<file path="src/rtl/fifo_wr_ctrl.sv">
// fifo_wr_ctrl: write-side pointer/flag controller of the async FIFO (W_CLK domain).
// Drives the memory write address/enable, publishes a registered Gray write pointer
// and raises a registered full flag against the synchronized Gray read pointer.
// Optional build macro FIFO_WR_LEVEL_EN adds the wlevel and walmost_full ports.
module fifo_wr_ctrl #(
  parameter int ADDR_WIDTH = 3,
  parameter int AF_MARGIN  = 2
) (
  input  logic                  W_CLK,
  input  logic                  W_RST,
  input  logic                  W_INC,
  input  logic [ADDR_WIDTH:0]   wq2_rptr,
  output logic                  wfull,
  output logic                  wclken,
  output logic [ADDR_WIDTH-1:0] waddr,
  output logic [ADDR_WIDTH:0]   wptr,
`ifdef FIFO_WR_LEVEL_EN
  output logic [ADDR_WIDTH:0]   wlevel,
  output logic                  walmost_full,
`endif
  output logic                  woverflow
);

  // Elaboration-time sanity checks on the configuration.
  if (ADDR_WIDTH < 2) begin : g_bad_width
    $error("fifo_wr_ctrl: ADDR_WIDTH must be at least 2");
  end
  if (AF_MARGIN < 0 || AF_MARGIN > (1 << ADDR_WIDTH)) begin : g_bad_margin
    $error("fifo_wr_ctrl: AF_MARGIN must lie in 0..2**ADDR_WIDTH");
  end

  logic [ADDR_WIDTH:0] wbin;
  logic [ADDR_WIDTH:0] wbin_next;
  logic [ADDR_WIDTH:0] wgray_next;
  logic                full_next;

  // Next binary/Gray pointer and full condition; wclken is also gated by the
  // reset input so the memory write enable drops the instant reset asserts.
  always_comb begin
    wclken     = W_INC & ~wfull & W_RST;
    wbin_next  = wbin + {{ADDR_WIDTH{1'b0}}, wclken};
    wgray_next = wbin_next ^ (wbin_next >> 1);
    full_next  = (wgray_next == {~wq2_rptr[ADDR_WIDTH:ADDR_WIDTH-1],
                                 wq2_rptr[ADDR_WIDTH-2:0]});
  end

  assign waddr = wbin[ADDR_WIDTH-1:0];

  // Pointer, full and sticky overflow registers.
  always_ff @(posedge W_CLK or negedge W_RST) begin
    if (!W_RST) begin
      wbin      <= '0;
      wptr      <= '0;
      wfull     <= 1'b0;
      woverflow <= 1'b0;
    end else begin
      wbin      <= wbin_next;
      wptr      <= wgray_next;
      wfull     <= full_next;
      woverflow <= woverflow | (W_INC & wfull);
    end
  end

`ifdef FIFO_WR_LEVEL_EN
  localparam logic [ADDR_WIDTH:0] AF_LEVEL =
    (ADDR_WIDTH+1)'((1 << ADDR_WIDTH) - AF_MARGIN);

  logic [ADDR_WIDTH:0] rbin;

  // Gray-to-binary of the synchronized read pointer: bit i is the XOR of all bits at or above i.
  always_comb begin
    rbin = '0;
    for (int unsigned i = 0; i <= ADDR_WIDTH; i++) begin
      rbin[i] = ^(wq2_rptr >> i);
    end
  end

  // Occupancy as seen from the write side and the almost-full threshold.
  always_comb begin
    wlevel       = wbin - rbin;
    walmost_full = (wlevel >= AF_LEVEL);
  end
`endif

endmodule

</file>
<file path="config.mk">
export PLATFORM = sky130hd
export DESIGN_NAME = fifo_wr_ctrl
export DESIGN_NICKNAME = d
export VERILOG_FILES = /design/src/rtl/fifo_wr_ctrl.sv
export SDC_FILE = /design/constraint.sdc
export NUM_CORES = 1
export LEC_CHECK = 0
export BUFFER_PORTS_ARGS = -buffer_cell sky130_fd_sc_hd__buf_2
export CAP_MARGIN = 20
export CORE_AREA = 2 2 39 41
export CTS_CLUSTER_SIZE = 40
export DETAILED_ROUTE_END_ITERATION = 10
export DIE_AREA = 0 0 41 43
export PLACE_DENSITY = 0.69
export SLEW_MARGIN = 10
export SYNTH_ARGS = -nofsm -noshare
export SYNTH_HDL_FRONTEND = slang
export SYNTH_SLANG_ARGS = --single-unit
</file>
<file path="constraint.sdc">
create_clock -name W_CLK -period 4.5 [get_ports W_CLK]
set_input_delay 0.9 -clock W_CLK [delete_from_list [all_inputs] [get_ports W_CLK]]
set_output_delay 0.9 -clock W_CLK [all_outputs]
set_load 0.01 [all_outputs]
</file>
Word level (Yosys, flattened, before mapping)
Index checks and enable logic that the tools add are counted. W data, S select, Z words.

$add $sub $neg: 1. Equality and inequality tests: 1. Bitwise operators: 7.

Operator list (number): $add A4 B1 Y4 (1); $eq A4 B4 Y1 (1); $xor A4 B3 Y4 (1); $and A1 B1 Y1 (3); $not A2 Y2 (1); $not A1 Y1 (1); $or A1 B1 Y1 (1).

Register bits after elaboration: 10. Bits of input ports: 7. Output and inout bits: 10. Logic and storage cells: 13.

Depth between registers and ports, before layout
Depth in word-level cells: 6. Gate-level depth with buffers: 9. Gate-level depth less buffers: 9.

Least setup slack after synthesis
No wires, ideal clock.

Kind: input to register. Start: input W_INC. End: register wfull. Setup time: 96 ps. Data arrival time: 2366 ps. Required time: 4404 ps. Setup slack: 2038 ps. Stages: 8. Path buffers: 0. Cells stage by stage: nand2_1 nor2_1 ha_1 ha_1 xor2_1 or3_2 nand4_1 nor4_2.

Longest elaborated chain between the ends: 5.

RTL lines: start: declaration (line 11) `input logic W_INC,`; $and A1 B1 Y1 (2 in a row) (line 40) `wclken = W_INC & ~wfull & W_RST;`; via wclken (line 14) `output logic wclken,`; $add A4 B1 Y4 (line 41) `wbin_next = wbin + {{ADDR_WIDTH{1'b0}}, wclken};`; $xor A4 B3 Y4 (line 42) `wgray_next = wbin_next ^ (wbin_next >> 1);`; $eq A4 B4 Y1 (line 43) `full_next = (wgray_next == {~wq2_rptr[ADDR_WIDTH:ADDR_WIDTH-1],`; via full_next (line 35) `logic full_next;`; end signal: assignment (line 59) `wfull <= full_next;`; end: declaration (line 13) `output logic wfull,`.

The timed path passes the listed nets, and every way through them passes these cells.

Final worst setup path
Start: input W_RST. End: register wfull.

Longest elaborated chain between the ends: 4.

RTL lines: start: declaration (line 10) `input logic W_RST,`; $and A1 B1 Y1 (line 40); $add A4 B1 Y4 (line 41); $xor A4 B3 Y4 (line 42); $eq A4 B4 Y1 (line 43); via full_next (line 35).

The timed path passes the listed nets, and every way through them passes these cells.

==> reports/metrics.cfg <==
[synth]
synthDistinctLibCells = 20
synth_cells = 41
syn-num-nets = 50
yosysWarnings = 0
yosys_register_bits = 9
yosysSeqAreaShare_pct = 46.4
synth_area_um2 = 485
syn_area_per_cell_um2 = 11.8

[clock_network]
cts_sinks = 9
insertion_delay_ps = 260
post_cts_resized = 0
cts_tree = built
cts_max_path_buffers = 2
htree_levels = 1
numCtsBuffers = 3
post-cts-setup-buffers = 0
postCtsHoldBufs = 0
root_buffer = clkbuf_4
clkTransAtPathRegs_ps = 70

[critical_path]
cp_num_buf_inv = 1
critPathSlowestCell = xor2_1
path_max_fanout = 10
crit_cells = 9
end_kind = flip-flop
path_class = primary input to flip-flop
crit_family = simple AND/OR/NAND/NOR gates
crit_chain = buf_2 > nand2_1 > nor2_1 > ha_1 > ha_1 > xor2_1 > or3_2 > nand4_1 > nor4_2
crit_start = W_RST
r2r_cells = 7
reg2reg_slack_ps = 2480
worst_setup_path_start_kind = primary input
critPathArrivalTime_ps = 2710
cpMostUsedCell = ha_1
crit_required_ps = 4680
critPathMaxStageDelay_ps = 350
worstReg2RegStart = wfull

[layout]
nFillCells = 141
nets = 70
diodes = 0
synthToLayoutAreaGrowth_pct = 24.7
fin_area_um2 = 606
final_cells = 76
drive_gt1_share_pct = 40.0

[drt]
detail_route.wl_per_cell_um = 10.7
firstDrtPassIters = 4
wl_um = 810
drc = 0
num_vias = 370
via_per_inst = 4.87
drt-initial-drc-count = 5
ant_nets = 0

[sta]
hold_viol = 0
final.period_utilization_pct = 56.2
setup_slack_ps = 1970
worst_slew_pin_slew_ps = 411
rsz0062_at_grt = false
relSlewSlack_pct = 72.4
maxSlewViolCount = 0
finalSetupViolCount = 0
fin_tns_setup_ps = 0
finalClockSkew_ps = 8.15
fmax_mhz = 395
period_needed_ps = 2530

[placement]
placed_cells = 72
port_buffers = 16
finalWeightedCongestion = 0.759
place_ws_ps = 1650
placed_area_um2 = 578
dp_hpwl_um = 638

[run_status]
status = completed

[grt]
grt_pass1_wl_um = 1320
grt_start_max_net_pins = 11
track_usage_pct = 11.5
grt_antenna_before_repair = 0
grt_pass1_vias = 331
grt.overflow.total = 0

[die]
die_y_um = 43
die_w_um = 41
initial_utilization_pct = 35.1
rows = 14
fp.coreArea_mm2 = 0.00138
io_pins = 17
die_area_mm2 = 0.00176

[flow_run]
max_cap_viol_count = 0

[worst_hold_path]
min-delay-start = woverflow
hold_class = flip-flop to flip-flop
whs_path_depth = 1

[power_and_ir_drop]
power_density_mw_per_mm2 = 772
p_leak_nw = 0.288
ir_drop_uv = 248
total_power_uw = 467

## power breakdown
part	total (mW)	internal (mW)	leakage, nW	switching (mW)
Clock	0.0627	0.0328	0.0177	0.0299
Sequential	0.153	0.123	0.106	0.0296
Combinational	0.252	0.118	0.164	0.134
## worst paths after layout
path,endpoint
worst max-delay path,wfull
worst min-delay path,woverflow
worst max register to register,wfull
worst min register to register,woverflow
max in group asynchronous,wbin[2]
min in group asynchronous,wfull
## registers in the layout, summed over array words and instances, names as in the netlist
name	count
wptr	3
wfull	1
woverflow	1
wbin	4
## placed cells by master, fill, tap and decap left out
master and n:
or3_2 1, ha_1 2, nand2_1 4, nor4_2 1, a21o_1 1, a211oi_2 1, dfrtp_1 9, mux2i_1 1
xnor2_1 6, inv_1 1, xor2_4 1, buf_2 16, a21oi_1 2, a22oi_1 1, o21ba_1 1, nand4_1 2
nand3b_1 1, clkinv_2 1, clkbuf_4 3, xor2_1 2, nor2_1 1, nand3_1 2
## routing by layer
layer  up-vias  track usage (%)  wire [µm]
met2        16             17.5        355
li1        182                -          -
met3         4             3.14         71
met1       168             13.2        358
met5         -                0          0
met4         0             8.00         25
## through the flow
stage / hold WS (ps) / util (%)
finish: 453 / 43.8
global route: 483 / 43.8
CTS: 458 / 43.8
detailed placement: 443 / 41.8
global placement: 433 / 41.8
floorplan: 493 / -
## cell families after synthesis
group | count (synthesis) | synth area share [%]
XOR/XNOR | 9 | 20.1
multiplexers | 1 | 2.06
flip-flops | 9 | 46.4
adder cells (fa/ha/maj) | 2 | 5.15
AO/OA/AOI/OAI | 6 | 9.79
AND/OR/NAND/NOR | 12 | 14.2
buffers and inverters | 2 | 2.32
## synth_stat cells
cell type / n / area share (%)
nand2_1: 4 / 3.1
ha_1: 2 / 5.2
dfrtp_1: 9 / 46
mux2i_1: 1 / 2.1
inv_1: 1 / 0.77
a21oi_1: 2 / 2.1
o21ba_1: 1 / 2.1
or3_2: 1 / 1.5
a22oi_1: 1 / 1.5
xnor2_1: 6 / 11
nor2_1: 1 / 0.77
a211oi_2: 1 / 2.6
nand4_1: 2 / 2.6
xor2_1: 2 / 3.6
nor4_2: 1 / 2.6
buf_4: 1 / 1.5
nand3_1: 2 / 2.1
nand3b_1: 1 / 1.5
xor2_4: 1 / 5.7
a21o_1: 1 / 1.5
## layout make-up
type,count,area (µm²),area share (%)
Sequential cell,9,225,37.2
Clock buffer,3,22.5,3.72
Clock inverter,1,5.00,0.826
Timing Repair Buffer,16,80.1,13.2
Tap cell,16,20.0,3.31
Multi-Input combinational cell,30,249,41.1
Inverter,1,3.75,0.620
Power figures use the tool's default switching activity.
